File: src/rtl/uart_pkg.sv
// uart_pkg: shared state type, frame constants and bit-timing helper for the UART blocks.
package uart_pkg;

    localparam int unsigned DATA_BITS = 8;
    localparam int unsigned STOP_BITS = 1;

    typedef enum logic [2:0] {
        IDLE,
        START,
        DATA,
        PARITY,
        STOP
    } tx_state_t;

    // One bit period spans two half-bit intervals of the shared io timing.
    function automatic int unsigned clk_per_bit(input int unsigned half_bit);
        return 2 * half_bit;
    endfunction

endpackage

File: src/rtl/uart_tx_fifo.sv
// uart_tx_fifo: synchronous byte FIFO with a combinational head read and a registered occupancy count.
module uart_tx_fifo #(
    parameter int unsigned FIFO_DEPTH = 16
) (
    input  logic                          clk,
    input  logic                          rstn,
    input  logic [7:0]                    wdata,
    input  logic                          we,
    output logic                          full,
    output logic [7:0]                    rdata,
    input  logic                          re,
    output logic                          empty,
    output logic [$clog2(FIFO_DEPTH):0]   count
);

    localparam int unsigned AW = $clog2(FIFO_DEPTH);

    logic [7:0]    mem [FIFO_DEPTH];
    logic [AW-1:0] wptr;
    logic [AW-1:0] rptr;
    logic          do_wr;
    logic          do_rd;

    assign full  = (count == (AW+1)'(FIFO_DEPTH));
    assign empty = (count == '0);
    assign rdata = mem[rptr];
    assign do_wr = we && !full;
    assign do_rd = re && !empty;

    // Storage write; entries need no reset since count gates every read.
    always_ff @(posedge clk) begin
        if (do_wr) begin
            mem[wptr] <= wdata;
        end
    end

    // Pointers wrap naturally at the power-of-two depth; count tracks net push/pop.
    always_ff @(posedge clk) begin
        if (!rstn) begin
            wptr  <= '0;
            rptr  <= '0;
            count <= '0;
        end else begin
            if (do_wr) begin
                wptr <= wptr + AW'(1);
            end
            if (do_rd) begin
                rptr <= rptr + AW'(1);
            end
            case ({do_wr, do_rd})
                2'b10:   count <= count + (AW+1)'(1);
                2'b01:   count <= count - (AW+1)'(1);
                default: count <= count;
            endcase
        end
    end

endmodule

File: src/rtl/uart_tx_buf.sv
// uart_tx_buf: buffered UART transmitter, 8N1 LSB-first, FIFO-fed over a valid/ready handshake.
// Optional even parity bit after the data bits when UART_TX_PARITY_EN is defined.
module uart_tx_buf #(
    parameter int unsigned CLK_PER_HALF_BIT = 4,
    parameter int unsigned FIFO_DEPTH       = 16
) (
    input  logic                          clk,
    input  logic                          rstn,
    input  logic [7:0]                    tdata,
    input  logic                          tdata_valid,
    output logic                          tdata_ready,
    output logic                          txd,
    output logic                          busy,
    output logic [$clog2(FIFO_DEPTH):0]   fifo_count
);

    import uart_pkg::*;

    localparam int unsigned CLK_PER_BIT = clk_per_bit(CLK_PER_HALF_BIT);
    localparam int unsigned CW          = $clog2(CLK_PER_BIT);
    localparam int unsigned BW          = $clog2(DATA_BITS);

    tx_state_t          state;
    logic [CW-1:0]      cnt;
    logic [BW-1:0]      bit_idx;
    logic [7:0]         sh;
    logic [7:0]         fifo_rdata;
    logic               fifo_full;
    logic               fifo_empty;
    logic               fifo_re;
    logic               bit_end;
`ifdef UART_TX_PARITY_EN
    logic               par_bit;
`endif

    assign tdata_ready = !fifo_full;
    assign bit_end     = (cnt == CW'(CLK_PER_BIT - 1));
    // Pop from IDLE, or at the end of a stop bit to chain frames without a gap.
    assign fifo_re     = !fifo_empty && ((state == IDLE) || ((state == STOP) && bit_end));

    uart_tx_fifo #(
        .FIFO_DEPTH (FIFO_DEPTH)
    ) u_fifo (
        .clk   (clk),
        .rstn  (rstn),
        .wdata (tdata),
        .we    (tdata_valid),
        .full  (fifo_full),
        .rdata (fifo_rdata),
        .re    (fifo_re),
        .empty (fifo_empty),
        .count (fifo_count)
    );

    // busy reflects last cycle's state/occupancy, so it drops one edge after the final stop bit.
    always_ff @(posedge clk) begin
        if (!rstn) begin
            busy <= 1'b0;
        end else begin
            busy <= (state != IDLE) || (fifo_count != '0);
        end
    end

    // Frame sequencer: bit timing, shift register and the registered serial line.
    always_ff @(posedge clk) begin
        if (!rstn) begin
            state   <= IDLE;
            cnt     <= '0;
            bit_idx <= '0;
            sh      <= '0;
            txd     <= 1'b1;
`ifdef UART_TX_PARITY_EN
            par_bit <= 1'b0;
`endif
        end else begin
            if (state != IDLE) begin
                cnt <= bit_end ? '0 : cnt + CW'(1);
            end
            case (state)
                IDLE: begin
                    if (fifo_re) begin
                        sh    <= fifo_rdata;
`ifdef UART_TX_PARITY_EN
                        par_bit <= ^fifo_rdata;
`endif
                        txd   <= 1'b0;
                        cnt   <= '0;
                        state <= START;
                    end
                end
                START: begin
                    if (bit_end) begin
                        txd     <= sh[0];
                        bit_idx <= '0;
                        state   <= DATA;
                    end
                end
                DATA: begin
                    if (bit_end) begin
                        if (bit_idx == BW'(DATA_BITS - 1)) begin
`ifdef UART_TX_PARITY_EN
                            txd   <= par_bit;
                            state <= PARITY;
`else
                            txd   <= 1'b1;
                            state <= STOP;
`endif
                        end else begin
                            sh      <= sh >> 1;
                            txd     <= sh[1];
                            bit_idx <= bit_idx + BW'(1);
                        end
                    end
                end
`ifdef UART_TX_PARITY_EN
                PARITY: begin
                    if (bit_end) begin
                        txd   <= 1'b1;
                        state <= STOP;
                    end
                end
`endif
                STOP: begin
                    if (bit_end) begin
                        if (fifo_re) begin
                            sh    <= fifo_rdata;
`ifdef UART_TX_PARITY_EN
                            par_bit <= ^fifo_rdata;
`endif
                            txd   <= 1'b0;
                            state <= START;
                        end else begin
                            state <= IDLE;
                        end
                    end
                end
                default: begin
                    txd   <= 1'b1;
                    cnt   <= '0;
                    state <= IDLE;
                end
            endcase
        end
    end

endmodule

File: config.mk
export PLATFORM = sky130hd
export DESIGN_NAME = uart_tx_buf
export DESIGN_NICKNAME = d
export VERILOG_FILES = /design/src/rtl/uart_pkg.sv /design/src/rtl/uart_tx_fifo.sv /design/src/rtl/uart_tx_buf.sv
export SDC_FILE = /design/constraint.sdc
export NUM_CORES = 1
export LEC_CHECK = 0
export BUFFER_PORTS_ARGS = -buffer_cell sky130_fd_sc_hd__buf_2
export CAP_MARGIN = 20
export CORE_MARGIN = 4
export CORE_UTILIZATION = 35
export DETAILED_ROUTE_END_ITERATION = 8
export PLACE_DENSITY = 0.57
export SLEW_MARGIN = 30
export SYNTH_ARGS = -nofsm -noshare
export SYNTH_HDL_FRONTEND = slang
export SYNTH_SLANG_ARGS = --single-unit
export TNS_END_PERCENT = 30
File: constraint.sdc
create_clock -name clk -period 2.9 [get_ports clk]
set_input_delay 0.435 -clock clk [delete_from_list [all_inputs] [get_ports clk]]
set_output_delay 0.435 -clock clk [all_outputs]
set_load 0.1 [all_outputs]
==> impl_metrics.tcl, run 1 <==
set metrics [dict create \
    irDropWorstVdd_uv 560 \
    syn2layout_area_growth_pct 16.4 \
    start_util_pct 35.8 \
    status "finished clean" \
    via_per_inst 4.97 \
    grt_use_total_pct 13.4 \
    post-dp-hpwl_um 8500 \
    startpoint_type "flip-flop" \
    tightest_slew_ns 0.595 \
    antenna_found_initial 0 \
    yosysWarnings 0 \
    fillCellCount 1705 \
    syn_area_um2 6740 \
    htreeDepth 4 \
    layout_common_cells "128 x edfxtp_1, 40 x mux4_2, 33 x nor2_1, 31 x dfxtp_1, 23 x buf_4" \
    root_buffer "clkbuf_16" \
    synth_edf_count 128 \
    postCtsResizedCells 0 \
    die_y_um 147 \
    drv_slew 0 \
    async_flop_share_pct 0 \
    power.density_nw_per_um2 902 \
    netlist.area_leader.share_pct 57.1 \
    grt_overflow_total 0 \
    min-delay-path-class "in2reg" \
    yosysUniqueCellTypes 45 \
    hold_viol_final 0 \
    ctsHoldBuffers 0 \
    place_inst 689 \
    cts_sinks 164 \
    post_cts_buffers 0 \
    crit_type "reg2reg" \
    rows 50 \
    crit_path_end_kind "flip-flop" \
    grt_pass1_vias 3715 \
    worst-path-max-fanout 7 \
    synth.largest_area_cell "edfxtp_1" \
    cts_max_path_buffers 2 \
    chipWidth_um 147 \
    grt_start_max_net_pins 38 \
    postRouteAntennaNets 0 \
    cts_tree "done" \
    synthTopCellsByArea "edfxtp_1 57%, mux4_2 13%, dfxtp_1 11%" \
    die-area_um2 21500 \
    setup-violations-final 0 \
    routedWlPerCell_um 18.7 \
    seq_area_frac_synth_pct 67.8 \
    ys.flop_type "edfxtp_1" \
    num_vias 3583 \
    tns_ns 0 \
    cts_buffers 17 \
    ios 19 \
    diodes 0 \
    io_buffer_count 18 \
    clkLatencyLatePin_ns 0.42 \
    drc 0 \
    maxCapViolCount 0 \
    rsz0062_at_grt "no" \
    gp_congestion 0.777 \
    utilization_pct 41.6 \
    cts.reportedPaths.clkPinSlew_ns 0.06 \
    fmax_mhz 375 \
    cp_data_arrival_time_ns 3.02 \
    drt_iter0_drc 211 \
    max_slew_margin_pct 60.3 \
    crit_required_ns 3.26 \
    first_pass_iters 5 \
    power.leakage_nw 2.65 \
    drt-total-wl_um 13500 \
    layout_commonest_cell "edfxtp_1" \
    fin_cells 721 \
    period_share_pct 91.9 \
    nets 470 \
    syn-num-nets 436 \
    yosys_register_bits 164 \
    synth_area_per_cell_um2 16.3 \
    synth_cells 414 \
    core_region_area_um2 18800 \
    finalWorstPathRequiredPeriod_ns 2.66 \
    whs_ns 0.391 \
    drive_above_1_share_pct 26.5 \
    clock-skew-final_ns 0.00687 \
    grt_pass1_wl_um 21600 \
]
==> state kept, by name, summed over array words and instances (netlist names), named ones only <==
signal,flops
txd,1
busy,1
sh,8
state,3
u_fifo.rptr,4
bit_idx,3
cnt,3
u_fifo.wptr,4
u_fifo.count,5
u_fifo.mem,128
==> kinds of logic after synthesis <==
logic type               count (synthesis)  synth area share (%)
multiplexers                            47                  14.4
buffers and inverters                   32                  2.01
adder cells (fa/ha/maj)                 11                  2.04
XOR/XNOR                                 9                  1.17
AO/OA/AOI/OAI                           46                  4.46
flip-flops                             164                  67.8
AND/OR/NAND/NOR                        105                  8.14
==> metal layers <==
metal | vias to the layer above | part of all wire (%) | track usage [%] | wire length [µm]
li1 | 1659 | - | - | -
met1 | 1843 | 43 | 16.9 | 5850
met2 | 67 | 51 | 22.3 | 6870
met3 | 14 | 4.9 | 4.63 | 662
met4 | 0 | 0.98 | 3.34 | 132
met5 | - | 0 | 0 | 0
==> report_power, final <==
group / total, mW / switching (mW) / internal, mW
sequential: 2.91 / 0.165 / 2.74
combinational: 1.88 / 1.13 / 0.750
clock: 2.29 / 0.918 / 1.37
total: 7.07 / 2.22 / 4.86
==> path summary, 6_finish.rpt <==
check                  start  cells past startpoint  slack, ns           endpoint
min                 tdata[2]                      1       0.39  u_fifo.mem[13][2]
min reg2reg            sh[2]                      1       0.46              sh[2]
max          u_fifo.count[0]                      9       0.24    u_fifo.count[2]
max reg2reg  u_fifo.count[0]                      9       0.24    u_fifo.count[2]
==> worst max-delay path, stage by stage (launching register included) <==
cell and delay [ns]:
dfxtp_2 0.36, or4_4 0.58, o211ai_4 0.28, nor2_4 0.10, xor2_1 0.17, ha_1 0.22
a21oi_1 0.22, xor2_1 0.12, or4b_1 0.47, nand2_1 0.07
==> synth_stat cells (2+ instances only) <==
master    instances
edfxtp_1        128
mux4_2           40
dfxtp_1          36
nor2_1           33
clkbuf_1         17
nand2_1          17
a21oi_1          16
ha_1             11
nor2b_1          11
and2_1           10
o21ai_0           9
nor3b_1           7
a21o_1            6
buf_2             6
mux2i_1           6
nor3_1            6
xnor2_1           6
inv_1             5
nand2b_1          4
nand4_1           4
a21boi_0          3
buf_1             3
xor2_1            3
a21boi_1          2
a22oi_1           2
and3_1            2
nand3_1           2
nor4_1            2
==> final cells by class <==
type | count | area (µm²) | area share [%]
clock inverter | 14 | 174 | 2.22
tap | 260 | 325 | 4.15
multi-input combinational | 218 | 2040 | 26.0
inverter | 5 | 18.8 | 0.239
clock buffer | 18 | 429 | 5.47
sequential | 164 | 4580 | 58.3
timing repair buffer | 42 | 283 | 3.61
==> metrics by stage <==
step	total power, mW	worst slack (ns)	area [µm²]
2_1_floorplan	4.44	0.0141	6750
3_3_place_gp	4.82	0.338	7240
3_5_place_dp	4.87	0.257	7240
4_1_cts	7.16	0.246	7840
5_1_grt	7.47	0.0539	7840
6_report	7.07	0.236	7840
Power figures use the tool's default switching activity.
==> run 2, diff against run 1 <==
--- a/config.mk
+++ b/config.mk
@@ -5,12 +5,12 @@
 export SDC_FILE = /design/constraint.sdc
 export NUM_CORES = 1
 export LEC_CHECK = 0
-export BUFFER_PORTS_ARGS = -buffer_cell sky130_fd_sc_hd__buf_2
 export CAP_MARGIN = 20
 export CORE_MARGIN = 4
 export CORE_UTILIZATION = 35
 export DETAILED_ROUTE_END_ITERATION = 8
-export PLACE_DENSITY = 0.57
+export DONT_BUFFER_PORTS = 1
+export PLACE_DENSITY = 0.56
 export SLEW_MARGIN = 30
 export SYNTH_ARGS = -nofsm -noshare
 export SYNTH_HDL_FRONTEND = slang
==> impl_metrics.tcl, run 2 (synthesized netlist as in run 1, its figures left out) <==
set metrics [dict create \
    power.leakage_nw 2.52 \
    min_path_cells 0 \
    tightest_slew_ns 0.960 \
    drt-total-wl_um 13700 \
    io_buffer_count 0 \
    grt_pass1_wl_um 21600 \
    startpoint_type "flip-flop" \
    clock-skew-final_ns 0.0115 \
    min-delay-path-class "in2reg" \
    netSwitchingPower_mw 2.22 \
    cts.reportedPaths.clkPinSlew_ns 0.07 \
    largest_register_ffs 128 \
    fin_cells 696 \
    top_register "u_fifo.mem" \
    period_share_pct 92.7 \
    top_regs "u_fifo.mem x128, sh x8, u_fifo.count x5" \
    crit_required_ns 3.26 \
    crit_path_end_kind "flip-flop" \
    cts_tree "done" \
    die_y_um 147 \
    p_int_mw 4.79 \
    cts_sinks 164 \
    fmax_mhz 372 \
    worst-path-max-fanout 7 \
    postCtsResizedCells 0 \
    crit_type "reg2reg" \
    routedWlPerCell_um 19.7 \
    antenna_found_initial 0 \
    status "finished clean" \
    ctsHoldBuffers 0 \
    cp.depth 9 \
    htreeDepth 4 \
    max_slew_margin_pct 35.9 \
    root_buffer "clkbuf_16" \
    drt_iter0_drc 200 \
    chipWidth_um 147 \
    clkLatencyLatePin_ns 0.42 \
    rows 50 \
    drc 0 \
    post_cts_buffers 0 \
    critPathMaxStageDelay_ns 0.59 \
    syn2layout_area_growth_pct 14.6 \
    first_pass_iters 4 \
    maxCapViolCount 0 \
    postRouteAntennaNets 0 \
    diodes 0 \
    cp_data_arrival_time_ns 3.05 \
    layout_commonest_cell "edfxtp_1" \
    drv_slew 0 \
    setup-violations-final 0 \
    p_clk_share_pct 31.4 \
    crit_buf_inv 0 \
    timing.rr.end "u_fifo.count[2]" \
    rrSetupSlack_ns 0.21 \
    rsz0062_at_grt "no" \
    num_vias 3530 \
    cts_max_path_buffers 2 \
    design_area_um2 7720 \
    grt_overflow_total 0 \
    cp_top_family "simple AND/OR/NAND/NOR gates" \
    nets 445 \
    slowest_stage "or4_4" \
    post-dp-hpwl_um 8580 \
    tns_ns 0 \
    hold_viol_final 0 \
    via_per_inst 5.07 \
    power.density_nw_per_um2 909 \
    core_region_area_um2 18800 \
    worstPathCellList "or4_4, o211ai_4, nor2_4, xor2_1, ha_1, a21oi_1, xor2_1, or4b_1, nand2_1" \
    crit_start "u_fifo.count[0]" \
    irDropWorstVdd_uv 507 \
    p_sw_share_pct 31.7 \
    grt_start_max_net_pins 38 \
    reg2reg_from "u_fifo.count[0]" \
    gp_congestion 0.776 \
    rr_worst_depth 9 \
    crit_path_end "u_fifo.count[2]" \
    cp_common_cell "xor2_1" \
    cts_buffers 17 \
    fillCellCount 1672 \
    finalWorstPathRequiredPeriod_ns 2.69 \
    place_area_um2 7140 \
    place_ws_ns 0.232 \
    layout_common_cells "128 x edfxtp_1, 40 x mux4_2, 31 x dfxtp_1, 21 x nor2_1" \
    place_inst 664 \
    grt_use_total_pct 13.5 \
    seqPwrFrac_pct 43.3 \
    combPwrFrac_pct 25.3 \
    ios 19 \
    die-area_um2 21500 \
    start_util_pct 35.8 \
    setup_slack_ns 0.211 \
    drive_above_1_share_pct 24.5 \
    grt_pass1_vias 3683 \
]
==> run 2: changes by cell type in the layout (fill, tap and decap cells not counted), sizes merged <==
cell      delta
buf         -25
bufinv       -1
clkinvlp     +1
==> run 2: metrics by stage <==
stage               hold slack, ns  utilization (%)  total power [mW]
CTS                         0.0865             41.0              7.08
global placement             0.433             37.8              4.82
floorplan                    0.427                -              4.44
global route                0.0767             41.0              7.37
detailed placement           0.441             37.9              4.87
finish                       0.105             41.0              7.01
==> run 2: worst min path at each step <==
stage | start | to | slack [ns]
final | tdata[1] | u_fifo.mem[15][1] | 0.10
after global routing | tdata[1] | u_fifo.mem[14][1] | 0.08
after CTS | tdata[1] | u_fifo.mem[11][1] | 0.09
after detailed placement | sh[2] | sh[2] | 0.44
after global placement | sh[4] | sh[4] | 0.43
after floorplan | sh[5] | sh[5] | 0.43
==> run 2: power by group through the flow <==
stage | Combinational [mW] | Clock (mW) | Sequential, mW
floorplan | 1.25 | 0 | 3.19
global placement | 1.75 | 0 | 3.07
detailed placement | 1.79 | 0 | 3.09
CTS | 1.79 | 2.25 | 3.04
global route | 1.95 | 2.36 | 3.06
finish | 1.78 | 2.20 | 3.03
==> run 2: routing by layer <==
metal  GRT usage (%)  vias to the layer above  wire [µm]
met2            22.6                       78       6950
met4            4.89                        0        275
met3            4.01                       18        644
li1                -                     1613          -
met1            16.6                     1821       5830
met5               0                        -          0
==> run 2: area by class of cell <==
class                           count  area (µm²)  share of cell area (%)
Multi-Input combinational cell    218        2070                    26.8
Tap cell                          260         325                    4.21
Clock buffer                       18         429                    5.56
Timing Repair Buffer               17         153                    1.98
Clock inverter                     14         150                    1.95
Inverter                            5        18.8                   0.243
Sequential cell                   164        4580                    59.3
